`src/rtl/multicycle_ctrl.sv`:
```
// Multicycle LEGv8 main control FSM: fetch/decode/execute/memory/writeback sequencing with memory-handshake timeout.
// Optional instruction-retire counter enabled by defining MULTICYCLE_CTRL_RETIRE_CNT_EN.
module multicycle_ctrl #(
    parameter int TIMEOUT = 16,
    parameter int CNT_W   = 8
) (
    input  logic        clk,
    input  logic        reset,
    input  logic [10:0] op,
    input  logic        zero,
    input  logic        imem_ready,
    input  logic        dmem_ready,
    output logic        imem_req,
    output logic        ir_write,
    output logic        pc_write,
    output logic        pc_src,
    output logic        reg2loc,
    output logic        alu_src,
    output logic [1:0]  alu_op,
    output logic        mem_read,
    output logic        mem_write,
    output logic        mem_to_reg,
    output logic        reg_write,
    output logic        err,
    output logic [3:0]  state
`ifdef MULTICYCLE_CTRL_RETIRE_CNT_EN
    ,
    output logic [31:0] retired
`endif
);

    typedef enum logic [3:0] {
        S_FETCH  = 4'd0,
        S_DECODE = 4'd1,
        S_EXEC_R = 4'd2,
        S_ADDR   = 4'd3,
        S_MEM_RD = 4'd4,
        S_MEM_WR = 4'd5,
        S_WB_R   = 4'd6,
        S_WB_LD  = 4'd7,
        S_BRANCH = 4'd8,
        S_ERROR  = 4'd15
    } state_t;

    localparam logic [CNT_W-1:0] TMO     = CNT_W'(TIMEOUT);
    localparam logic [CNT_W-1:0] CNT_MAX = '1;

    state_t           cur, nxt;
    logic [CNT_W-1:0] cnt;
    logic             waiting;
    logic             tmo_hit;
    logic             is_r, is_ldur, is_stur, is_cbz;

    assign is_r    = (op == 11'b10001011000) || (op == 11'b11001011000) ||
                     (op == 11'b10001010000) || (op == 11'b10101010000);
    assign is_ldur = (op == 11'b11111000010);
    assign is_stur = (op == 11'b11111000000);
    assign is_cbz  = (op[10:3] == 8'b10110100);

    assign tmo_hit = (TIMEOUT != 0) && (cnt == TMO);
    assign state   = cur;

    always_ff @(posedge clk) begin
        if (reset) begin
            cur <= S_FETCH;
            cnt <= '0;
        end else begin
            cur <= nxt;
            // Any state change re-arms the counter for the next handshake.
            if (nxt != cur)
                cnt <= '0;
            else if (waiting && cnt != CNT_MAX)
                cnt <= cnt + 1'b1;
        end
    end

    always_comb begin
        nxt        = cur;
        waiting    = 1'b0;
        imem_req   = 1'b0;
        ir_write   = 1'b0;
        pc_write   = 1'b0;
        pc_src     = 1'b0;
        reg2loc    = 1'b0;
        alu_src    = 1'b0;
        alu_op     = 2'b00;
        mem_read   = 1'b0;
        mem_write  = 1'b0;
        mem_to_reg = 1'b0;
        reg_write  = 1'b0;
        err        = 1'b0;
        case (cur)
            S_FETCH: begin
                imem_req = 1'b1;
                if (imem_ready) begin
                    ir_write = 1'b1;
                    pc_write = 1'b1;
                    nxt      = S_DECODE;
                end else if (tmo_hit) begin
                    nxt = S_ERROR;
                end else begin
                    waiting = 1'b1;
                end
            end
            S_DECODE: begin
                reg2loc = is_stur || is_cbz;
                if (is_r)                   nxt = S_EXEC_R;
                else if (is_ldur || is_stur) nxt = S_ADDR;
                else if (is_cbz)            nxt = S_BRANCH;
                else                        nxt = S_ERROR;
            end
            S_EXEC_R: begin
                alu_op = 2'b10;
                nxt    = S_WB_R;
            end
            S_WB_R: begin
                alu_op    = 2'b10;
                reg_write = 1'b1;
                nxt       = S_FETCH;
            end
            S_ADDR: begin
                alu_src = 1'b1;
                nxt     = is_stur ? S_MEM_WR : S_MEM_RD;
            end
            S_MEM_RD: begin
                mem_read = 1'b1;
                alu_src  = 1'b1;
                if (dmem_ready)   nxt = S_WB_LD;
                else if (tmo_hit) nxt = S_ERROR;
                else              waiting = 1'b1;
            end
            S_WB_LD: begin
                reg_write  = 1'b1;
                mem_to_reg = 1'b1;
                nxt        = S_FETCH;
            end
            S_MEM_WR: begin
                mem_write = 1'b1;
                reg2loc   = 1'b1;
                alu_src   = 1'b1;
                if (dmem_ready)   nxt = S_FETCH;
                else if (tmo_hit) nxt = S_ERROR;
                else              waiting = 1'b1;
            end
            S_BRANCH: begin
                alu_op   = 2'b01;
                reg2loc  = 1'b1;
                pc_src   = 1'b1;
                pc_write = zero;
                nxt      = S_FETCH;
            end
            S_ERROR: begin
                err = 1'b1;
            end
            default: begin
                nxt = S_ERROR;
            end
        endcase
        // Reset silences every strobe, including the one for the aborted instruction.
        if (reset) begin
            imem_req   = 1'b0;
            ir_write   = 1'b0;
            pc_write   = 1'b0;
            pc_src     = 1'b0;
            reg2loc    = 1'b0;
            alu_src    = 1'b0;
            alu_op     = 2'b00;
            mem_read   = 1'b0;
            mem_write  = 1'b0;
            mem_to_reg = 1'b0;
            reg_write  = 1'b0;
            err        = 1'b0;
        end
    end

`ifdef MULTICYCLE_CTRL_RETIRE_CNT_EN
    logic retire;

    assign retire = (cur == S_WB_R) || (cur == S_WB_LD) || (cur == S_BRANCH) ||
                    ((cur == S_MEM_WR) && dmem_ready);

    always_ff @(posedge clk) begin
        if (reset)
            retired <= '0;
        else if (retire)
            retired <= retired + 32'd1;
    end
`endif

endmodule

```
`config.mk`:
```
export PLATFORM = sky130hd
export DESIGN_NAME = multicycle_ctrl
export DESIGN_NICKNAME = d
export VERILOG_FILES = /design/src/rtl/multicycle_ctrl.sv
export SDC_FILE = /design/constraint.sdc
export NUM_CORES = 1
export LEC_CHECK = 0
export ABC_CLOCK_PERIOD_IN_PS = 2650
export BUFFER_PORTS_ARGS = -buffer_cell sky130_fd_sc_hd__buf_4
export CORE_MARGIN = 3
export CORE_UTILIZATION = 51
export CTS_BUF_LIST = sky130_fd_sc_hd__clkbuf_16
export CTS_CLUSTER_SIZE = 40
export DETAILED_ROUTE_END_ITERATION = 16
export PLACE_DENSITY = 0.83
export SKIP_LAST_GASP = 1
export SLEW_MARGIN = 20
export SYNTH_ARGS = -nofsm -noshare
export SYNTH_HDL_FRONTEND = slang
export SYNTH_SLANG_ARGS = --single-unit
```
`constraint.sdc`:
```
create_clock -name clk -period 2.65 [get_ports clk]
set_input_delay 0.1325 -clock clk [delete_from_list [all_inputs] [get_ports clk]]
set_output_delay 0.1325 -clock clk [all_outputs]
set_load 0.01 [all_outputs]
```
==> metrics.yaml, run 1 <==
synthesis:
  synth_nets: 160
  synth_largest_area_cell: "dfxtp_1"
  synthesis.area_sq_um: 1090
  yosysMostFrequentCell: "dfxtp_1"
  yosysTopAreaCellShare_pct: 22.0
  synth_seq_cells: 12
  ys.warnings.count: 0
  synth_area_leaders: "dfxtp_1 (22%), nor4_1 (5.7%), xnor2_1 (5.6%)"
  syn_inst: 142
  yosysUniqueCellTypes: 47
  synth_seq_area_share_pct: 22.0
  synth_ff_type: "dfxtp_1"
  synthArstFlopShare_pct: 0
  synthTopCellsByCount: "dfxtp_1 (12), nor2_1 (10), nor3_1 (10), nor4_1 (10), nand2_1 (8)"
  synth_edf_count: 0
  synth_area_per_cell_sq_um: 7.70
drt:
  vias: 1239
  dr.pass1.iters: 4
  drcViolationCount: 0
  drt-met1-wl_um: 1410
  highest_layer: "met4"
  route.detailed.wl_per_inst_um: 15.9
  wl_um: 3140
  ant_nets: 0
  viasPerCell: 6.26
  first_iter_violations: 46
  dr_wl_met3_um: 221
  wl_met2_um: 1490
worst_setup_path:
  path_max_fanout: 17
  worst_r2r_path_depth: 5
  worstSetupPathType: "reg -> reg"
  worstPathRequired_ns: 2.78
  critPathLaunchType: "register"
  worstPathArrival_ns: 2.45
  end_kind: "register"
finish:
  antenna_cells: 0
  drive_above_1_share_pct: 28.1
  fin_nets: 190
  area_growth_pct: 29.7
cts:
  cts_tree: "built"
  clkLatencyLatePin_ns: 0.24
  clk_path_buf_depth: 2
  clock-root-buffer: "clkbuf_16"
  h-tree-depth: 1
  cts_setup_buffers: 0
  clkTransAtPathRegs_ns: 0.04
  cts.sinks: 12
  numCtsBuffers: 3
place:
  gp_congestion: 0.857
  dp_hpwl_um: 2390
  io_buffers: 32
outcome:
  status: "finished clean"
floorplan:
  die_area_sq_um: 2740
  core_area_sq_um: 2000
  io_pins: 33
  start_util_pct: 54.6
  die_height_um: 52.3
  rows: 16
  fp.dieW_um: 52.3
grt:
  first_global_vias: 1111
  grt_first_pass_wirelength_um: 5160
  grt_use_total_pct: 24.7
  antenna_found_initial: 0
  grt.overflow.total: 0
  grt_max_degree: 22
sta:
  period_needed_ns: 2.32
  clock_skew_ns: 0.00525
  max_clock_freq_ghz: 0.431
  setup-violations-final: 0
  max_slew_margin_pct: 52.5
  post-route-period-util_pct: 87.6
  rsz0062_at_grt: "false"
  worst_pin_slew_ns: 0.704
  finalHoldViolCount: 0
  tns_ns: 0
  slew_violations: 0
power:
  p_total_uw: 1380
  power_density_nw_per_um2: 971
  ir_drop_uv: 732
  p_leak_uw: 0.000545
run:
  maxCapViolCount: 0
hold_path:
  hp-class: "in -> reg"
  holdPathStages: 2
[stage by stage]
stage	util (%)	hold WS (ns)	area [sq um]	std cells	setup slack, ns
3_5_place_dp	66.9	0.393	1340	194	0.417
5_1_grt	70.9	0.167	1420	198	0.0387
6_report	70.9	0.161	1420	198	0.328
3_3_place_gp	66.9	0.399	1340	194	0.458
2_1_floorplan	-	0.394	1090	142	0.692
4_1_cts	70.8	0.157	1420	198	0.287
[power by group]
part | internal [uW] | total, uW | switching, uW
combinational | 350 | 780 | 431
clock | 198 | 269 | 71.3
sequential | 214 | 328 | 114
[metal layers]
| metal | vias up | GRT usage, % |
|---|---|---|
| met5 | - | 0 |
| met4 | 0 | 5.11 |
| met3 | 4 | 2.85 |
| met2 | 48 | 39.9 |
| met1 | 582 | 34.9 |
| li1 | 605 | - |
[repair_timing]
action	4_1_cts	5_1_grt
hold buffers	0	0
setup endpoints to repair	0	1
resized for setup	0	1
[cells by family after synthesis]
kind of cell	Yosys count	synth area share, %
compound gates	34	22.9
xor+xnor	7	5.61
fa+ha+maj	2	2.29
buf+inv	14	6.06
flops	12	22.0
mux	3	2.86
simple gates	70	38.3
[worst max-delay path, cell delays in order (launching register included)]
cell      delay [ns]
dfxtp_1         0.62
or3_1           0.26
o21ai_0         0.13
a311oi_1        0.47
a31oi_1         0.35
nor4_1          0.38
[layout by cell type, fill, tap and decap left out, types with 2 or more instances in the layout]
| master | synthesis | routed |
|---|---|---|
| buf_4 | 1 | 35 |
| dfxtp_1 | 12 | 11 |
| nor3_1 | 10 | 10 |
| nor2_1 | 10 | 10 |
| nor4_1 | 10 | 10 |
| nand2_1 | 8 | 8 |
| o21ai_0 | 7 | 7 |
| xnor2_1 | 7 | 7 |
| a21oi_1 | 5 | 5 |
| nand3_1 | 5 | 5 |
| inv_1 | 4 | 4 |
| and3_1 | 4 | 4 |
| nand2b_1 | 4 | 4 |
| a31oi_1 | 4 | 4 |
| nor4bb_1 | 3 | 3 |
| nor4b_1 | 3 | 3 |
| o21a_1 | 3 | 3 |
| clkbuf_16 | 0 | 3 |
| nor3b_1 | 2 | 2 |
| a21o_1 | 2 | 2 |
| or3_1 | 2 | 2 |
| mux2i_1 | 2 | 2 |
| nand4_1 | 2 | 2 |
| ha_1 | 2 | 2 |
[state kept, by name, indices dropped and copies added (netlist names)]
| name | cells |
|---|---|
| cnt | 8 |
| state | 4 |
[final cells by class]
type / count / area, sq um
Sequential cell: 12 / 241
Tap cell: 27 / 33.8
Timing Repair Buffer: 35 / 263
Fill cell: 170 / 583
Multi-Input combinational cell: 116 / 787
Inverter: 4 / 15.0
Clock buffer: 3 / 75.1
Clock inverter: 1 / 3.75
[worst paths after layout]
path / slack, ns / to / startpoint
setup / recovery: 0.33 / cnt[6] / state[1]
hold / removal: 0.16 / state[3] / reset
setup reg to reg: 0.33 / cnt[6] / state[1]
hold reg to reg: 0.56 / cnt[1] / cnt[1]
(Power assumes the default switching activity.)
==> inputs of run 2 (changes only) <==
--- a/config.mk
+++ b/config.mk
@@ -7,12 +7,15 @@
 export LEC_CHECK = 0
 export ABC_CLOCK_PERIOD_IN_PS = 2650
 export BUFFER_PORTS_ARGS = -buffer_cell sky130_fd_sc_hd__buf_4
+export CELL_PAD_IN_SITES_DETAIL_PLACEMENT = 0
+export CELL_PAD_IN_SITES_GLOBAL_PLACEMENT = 1
+export CORE_ASPECT_RATIO = 1.5
 export CORE_MARGIN = 3
-export CORE_UTILIZATION = 51
+export CORE_UTILIZATION = 36
 export CTS_BUF_LIST = sky130_fd_sc_hd__clkbuf_16
 export CTS_CLUSTER_SIZE = 40
 export DETAILED_ROUTE_END_ITERATION = 16
-export PLACE_DENSITY = 0.83
+export PLACE_DENSITY = 0.82
 export SKIP_LAST_GASP = 1
 export SLEW_MARGIN = 20
 export SYNTH_ARGS = -nofsm -noshare
==> run 2 against run 1 <==
Net effect:
- fmax grew 2.1%
- highest routed layer unchanged
- critical path type unchanged
- largest power group unchanged
- sequential share of layout area is 0.40 points lower
- design area rose by 1.9%
- combinational power is 3.3% higher
- critical endpoint is now cnt[5]
- largest cell class unchanged
==> metrics.yaml, run 2 (synthesis gave the netlist of run 1 again) <==
outcome:
  status: "finished clean"  # unchanged
finish:
  utilization_pct: 51.8  # was 70.9%
  largest_reg_flops: 8  # unchanged
  most-common-layout-cells: "buf_4 (37), dfxtp_1 (12), nor3_1 (10), nor2_1 (10), nor4_1 (10)"  # was buf_4 (35), dfxtp_1 (11), nor3_1 (10), nor2_1 (10), nor4_1 (10)
  fin_nets: 192  # was 190
  regMostFlops: "cnt"  # unchanged
  area_growth_pct: 32.2  # was 29.7%
  antenna_cells: 0  # unchanged
  drive_above_1_share_pct: 28.3  # was 28.1%
  fillers: 293  # was 170
  final_common_cell: "buf_4"  # unchanged
drt:
  dr.pass1.iters: 4  # unchanged
  drcViolationCount: 0  # unchanged
  wl_um: 3250  # was 3140 um
  first_iter_violations: 46  # unchanged
  vias: 1193  # was 1239
  ant_nets: 0  # unchanged
  route.detailed.wl_per_inst_um: 15.5  # was 15.9 um
  viasPerCell: 5.68  # was 6.26
place:
  io_buffers: 32  # unchanged
  gp_congestion: 0.835  # was 0.857
  dp_hpwl_um: 2580  # was 2390 um
grt:
  grt.overflow.total: 0  # unchanged
  grt_first_pass_wirelength_um: 5310  # was 5160 um
  gr-usage-met1_pct: 18.8  # was 34.9%
  grtUsageMet2_pct: 36.4  # was 39.9%
  use_met3_pct: 2.23  # was 2.85%
  grt_use_total_pct: 18.2  # was 24.7%
  antenna_found_initial: 0  # unchanged
  first_global_vias: 1183  # was 1111
  top_usage_layer: "met2"  # unchanged
  grt_max_degree: 18  # was 22
floorplan:
  core_area_sq_um: 2790  # was 2000 sq um
  fp.dieW_um: 51  # was 52.3 um
  io_pins: 33  # unchanged
  die_area_sq_um: 3750  # was 2740 sq um
  start_util_pct: 39.2  # was 54.6%
  rows: 23  # was 16
  die_height_um: 73.5  # was 52.3 um
power:
  power_density_nw_per_um2: 967  # was 971 nW/um^2
  p_total_uw: 1400  # was 1380 uW
  ir_drop_uv: 498  # was 732 uV
  p_leak_uw: 0.000555  # was 0.000545 uW
cts:
  cts.sinks: 12  # unchanged
  cts_tree: "built"  # unchanged
  ctsResizeCount: 0  # unchanged
  cts_setup_buffers: 0  # unchanged
  h-tree-depth: 1  # unchanged
  clkTransAtPathRegs_ns: 0.04  # about the same
  clkLatencyLatePin_ns: 0.24  # about the same
  clk_path_buf_depth: 2  # unchanged
  cts_hold_buffers: 0  # unchanged
  clock-root-buffer: "clkbuf_16"  # unchanged
  numCtsBuffers: 3  # unchanged
worst_setup_path:
  rrSetupSlack_ns: 0.37  # was 0.33 ns
  path_max_fanout: 14  # was 17
  cp_num_buf_inv: 0  # unchanged
  worstPathRequired_ns: 2.74  # was 2.78 ns
  cp.depth: 5  # unchanged
  crit_slowest_cell: "dfxtp_1"  # unchanged
  slowest_delay_ns: 0.58  # was 0.62 ns
  worstSetupPathType: "reg -> reg"  # unchanged
  path_delay_family: "simple AND/OR/NAND/NOR gates"  # was compound AO/OA/AOI/OAI gates
  crit_chain: "or4b_4 > a21oi_4 > nand2_1 > a31oi_1 > nor4_1"  # was or3_1 > o21ai_0 > a311oi_1 > a31oi_1 > nor4_1
  critPathLaunchType: "register"  # unchanged
  worst_r2r_path_depth: 5  # unchanged
  end_kind: "register"  # unchanged
  worstPathArrival_ns: 2.36  # was 2.45 ns
sta:
  period_needed_ns: 2.28  # was 2.32 ns
  setup-violations-final: 0  # unchanged
  finalHoldViolCount: 0  # unchanged
  max_slew_margin_pct: 53.7  # was 52.5%
  post-route-period-util_pct: 85.9  # was 87.6%
  worst_pin_slew_ns: 0.684  # was 0.704 ns
  slew_violations: 0  # unchanged
  max_clock_freq_ghz: 0.440  # was 0.431 GHz
  tns_ns: 0  # unchanged
  clock_skew_ns: 0.00279  # was 0.00525 ns
  rsz0062_at_grt: "false"  # unchanged
hold_path:
  hp-class: "in -> reg"  # unchanged
  holdPathStages: 2  # unchanged
run:
  maxCapViolCount: 0  # unchanged
==> run 2: changes by cell type in the layout (fill, tap and decap cells not counted), sizes merged <==
cell and change:
buf +2
==> run 2: final timing paths <==
path | startpoint | endpoint
worst min register to register | cnt[0] | cnt[0]
worst min-delay path | reset | state[3]
worst max register to register | state[0] | cnt[5]
worst max-delay path | state[0] | cnt[5]
==> run 2: worst register-to-register path, delay by kind of cell (launching register included) <==
kind,cells,cell delay (ns)
AO/OA/AOI/OAI,2,0.75
flip-flops,1,0.58
AND/OR/NAND/NOR,3,0.81
==> run 2: stage by stage <==
step	cell area [sq um]	hold WS, ns	worst slack [ns]	std cells
floorplan	1090	0.394	0.692	142
global placement	1370	0.407	0.451	206
detailed placement	1370	0.407	0.383	206
CTS	1450	0.159	0.375	210
global route	1450	0.182	0.102	210
finish	1450	0.164	0.375	210
==> run 2: area by class of cell <==
type | instances | area (sq um) | share of cell area (%)
repair buffers | 37 | 278 | 19.2
clock buffers | 3 | 75.1 | 5.19
clock inverters | 1 | 3.75 | 0.260
inverters | 4 | 15.0 | 1.04
flip-flops and latches | 12 | 240 | 16.6
multi-input cells | 116 | 787 | 54.5
well taps | 37 | 46.3 | 3.20
==> run 2: report_power, final <==
part | total, uW | switching (uW) | leakage (uW) | internal (uW)
combinational | 806 | 444 | 0.000419 | 362
clock | 277 | 78.1 | 0.0000385 | 199
sequential | 314 | 101 | 0.0000975 | 213
total | 1400 | 623 | 0.000555 | 774
==> run 2: metal layers <==
layer  vias to the layer above  wire (um)  part of all wire (%)
met2                        23       1880                    58
met3                         4         92                   2.8
li1                        608          -                     -
met4                         0         36                   1.1
met1                       558       1240                    38
met5                         -          0                     0
==> inputs of run 3 (changes only) <==
--- a/config.mk
+++ b/config.mk
@@ -5,13 +5,13 @@
 export SDC_FILE = /design/constraint.sdc
 export NUM_CORES = 1
 export LEC_CHECK = 0
-export ABC_CLOCK_PERIOD_IN_PS = 2650
+export ABC_CLOCK_PERIOD_IN_PS = 2640
 export BUFFER_PORTS_ARGS = -buffer_cell sky130_fd_sc_hd__buf_4
-export CELL_PAD_IN_SITES_DETAIL_PLACEMENT = 0
-export CELL_PAD_IN_SITES_GLOBAL_PLACEMENT = 1
+export CELL_PAD_IN_SITES_DETAIL_PLACEMENT = 2
+export CELL_PAD_IN_SITES_GLOBAL_PLACEMENT = 2
 export CORE_ASPECT_RATIO = 1.5
 export CORE_MARGIN = 3
-export CORE_UTILIZATION = 36
+export CORE_UTILIZATION = 30
 export CTS_BUF_LIST = sky130_fd_sc_hd__clkbuf_16
 export CTS_CLUSTER_SIZE = 40
 export DETAILED_ROUTE_END_ITERATION = 16
==> constraint.sdc (replaced) <==
create_clock -name clk -period 2.64 [get_ports clk]
set_input_delay 0.132 -clock clk [delete_from_list [all_inputs] [get_ports clk]]
set_output_delay 0.132 -clock clk [all_outputs]
set_load 0.01 [all_outputs]
==> run 3 against run 2 <==
Net effect:
- final cell count up 1.9%
- sequential power increased by 6%
- worst setup slack worse by 0.11 ns
- critical path depth rose by 1
- utilization down 9.8 points
- highest routed layer unchanged
- worst hold slack worse by 0.00075 ns
- critical endpoint is now cnt[6]
- design area grew 0.26%
- first-iteration DRC count decreased by 83%
==> metrics.yaml, run 3 (synthesis gave the netlist of run 1 again) <==
drt:
  vias: 1224  # was 1193
  drcViolationCount: 0  # unchanged
  ant_nets: 0  # unchanged
  first_iter_violations: 8  # was 46
  wl_um: 3980  # was 3250 um
  viasPerCell: 5.72  # was 5.68
  dr.pass1.iters: 4  # unchanged
  route.detailed.wl_per_inst_um: 18.6  # was 15.5 um
worst_setup_path:
  startpoint: "state[1]"  # was state[0]
  cp_num_buf_inv: 1  # was 0
  critPathLaunchType: "register"  # unchanged
  crit_chain: "buf_4 > or4b_4 > a21oi_4 > nand2_1 > a31oi_1 > nor4_1"  # was or4b_4 > a21oi_4 > nand2_1 > a31oi_1 > nor4_1
  end_kind: "register"  # unchanged
  path_delay_family: "simple AND/OR/NAND/NOR gates"  # unchanged
  slowest_delay_ns: 0.59  # was 0.58 ns
  crit_slowest_cell: "a31oi_1"  # was dfxtp_1
  r2r-end: "cnt[6]"  # was cnt[5]
  worstPathArrival_ns: 2.46  # was 2.36 ns
  worstPathRequired_ns: 2.72  # was 2.74 ns
  reg2reg_from: "state[1]"  # was state[0]
  rrSetupSlack_ns: 0.26  # was 0.37 ns
  path_max_fanout: 14  # unchanged
  worst_r2r_path_depth: 6  # was 5
  worstSetupPathType: "reg -> reg"  # unchanged
floorplan:
  core_area_sq_um: 3450  # was 2790 sq um
  start_util_pct: 31.7  # was 39.2%
  io_pins: 33  # unchanged
  die_height_um: 79.9  # was 73.5 um
  fp.dieW_um: 55.3  # was 51 um
  die_area_sq_um: 4420  # was 3750 sq um
  rows: 26  # was 23
finish:
  most-common-layout-cells: "buf_4 (37), dfxtp_1 (11), nor3_1 (10), nor2_1 (10), nor4_1 (10)"  # was buf_4 (37), dfxtp_1 (12), nor3_1 (10), nor2_1 (10), nor4_1 (10)
  drive_above_1_share_pct: 29.1  # was 28.3%
  area_growth_pct: 32.5  # was 32.2%
  antenna_cells: 0  # unchanged
  utilization_pct: 42.0  # was 51.8%
  largest_reg_flops: 8  # unchanged
  final_common_cell: "buf_4"  # unchanged
  fin_nets: 192  # unchanged
  regMostFlops: "cnt"  # unchanged
cts:
  h-tree-depth: 1  # unchanged
  clock-root-buffer: "clkbuf_16"  # unchanged
  clk_path_buf_depth: 2  # unchanged
  numCtsBuffers: 3  # unchanged
  clkLatencyLatePin_ns: 0.24  # about the same
  clkTransAtPathRegs_ns: 0.04  # about the same
  cts.sinks: 12  # unchanged
  cts_tree: "built"  # unchanged
sta:
  post-route-period-util_pct: 90.1  # was 85.9%
  max_clock_freq_ghz: 0.420  # was 0.440 GHz
  finalHoldViolCount: 0  # unchanged
  setup-violations-final: 0  # unchanged
  period_needed_ns: 2.38  # was 2.28 ns
  clock_skew_ns: 0.000622  # was 0.00279 ns
  tns_ns: 0  # unchanged
  rsz0062_at_grt: "false"  # unchanged
  worst_pin_slew_ns: 0.681  # was 0.684 ns
  max_slew_margin_pct: 54.4  # was 53.7%
  slew_violations: 0  # unchanged
grt:
  grt.overflow.total: 0  # unchanged
  grt_first_pass_wirelength_um: 6780  # was 5310 um
  grt_max_degree: 22  # was 18
  antenna_found_initial: 0  # unchanged
  grt_use_total_pct: 19.0  # was 18.2%
  first_global_vias: 1321  # was 1183
hold_path:
  worstHoldStart: "reset"  # unchanged
  hp-class: "in -> reg"  # unchanged
  whs_endpoint: "state[2]"  # was state[3]
  holdPathStages: 2  # unchanged
power:
  power_density_nw_per_um2: 991  # was 967 nW/um^2
  p_leak_uw: 0.000553  # was 0.000555 uW
  ir_drop_uv: 665  # was 498 uV
  p_total_uw: 1440  # was 1400 uW
outcome:
  status: "finished clean"  # unchanged
run:
  maxCapViolCount: 0  # unchanged
place:
  dp_hpwl_um: 3210  # was 2580 um
  io_buffers: 32  # unchanged
  gp_congestion: 0.876  # was 0.835
-- run 3: cell types whose count changed in the layout (fill, tap and decap cells not counted) --
cell      before  now
clkinv_1       1    0
dfxtp_1       12   11
dfxtp_2        0    1
-- run 3: how the worst max path moves through the flow --
stage	endpoint	slack [ns]	cells past startpoint
2_1_floorplan	cnt[0]	0.68	6
3_3_place_gp	cnt[7]	0.34	5
3_5_place_dp	cnt[6]	0.17	5
4_1_cts	cnt[6]	0.16	5
5_1_grt	cnt[2]	0.10	6
6_report	cnt[6]	0.26	6
-- run 3: per-stage QoR --
stage	area, sq um	hold WS (ns)	instances	worst slack (ns)
2_1_floorplan	1090	0.393	142	0.682
3_3_place_gp	1370	0.413	211	0.342
3_5_place_dp	1370	0.413	211	0.174
4_1_cts	1450	0.168	214	0.159
5_1_grt	1450	0.183	214	0.103
6_report	1450	0.163	214	0.261
-- run 3: power breakdown --
group,leakage [uW],switching (uW),total [uW],internal [uW]
sequential,0.0000977,117,333,215
clock,0.0000370,72.8,270,197
combinational,0.000419,462,833,371
total,0.000553,652,1440,783
-- run 3: metal layers --
layer	track usage, %	wire length (um)	vias up
met5	0	0	-
met4	6.33	102	0
met3	1.29	86	7
met2	39.7	2280	25
met1	19.0	1500	585
li1	-	-	607
-- run 3: what timing repair did --
item | in CTS | in global routing
hold endpoints to repair | 0 | 0
endpoints found under the setup margin | 0 | 8
hold buffers | 0 | 0
gates resized for setup | 0 | 1
buffers inserted | 0 | 0
-- run 3: layout make-up --
type | instances | area [sq um]
clock buffer | 3 | 75.1
fill | 422 | 2000
inverter | 4 | 15.0
multi-input combinational | 116 | 787
sequential | 12 | 241
tap | 42 | 52.6
timing repair buffer | 37 | 278
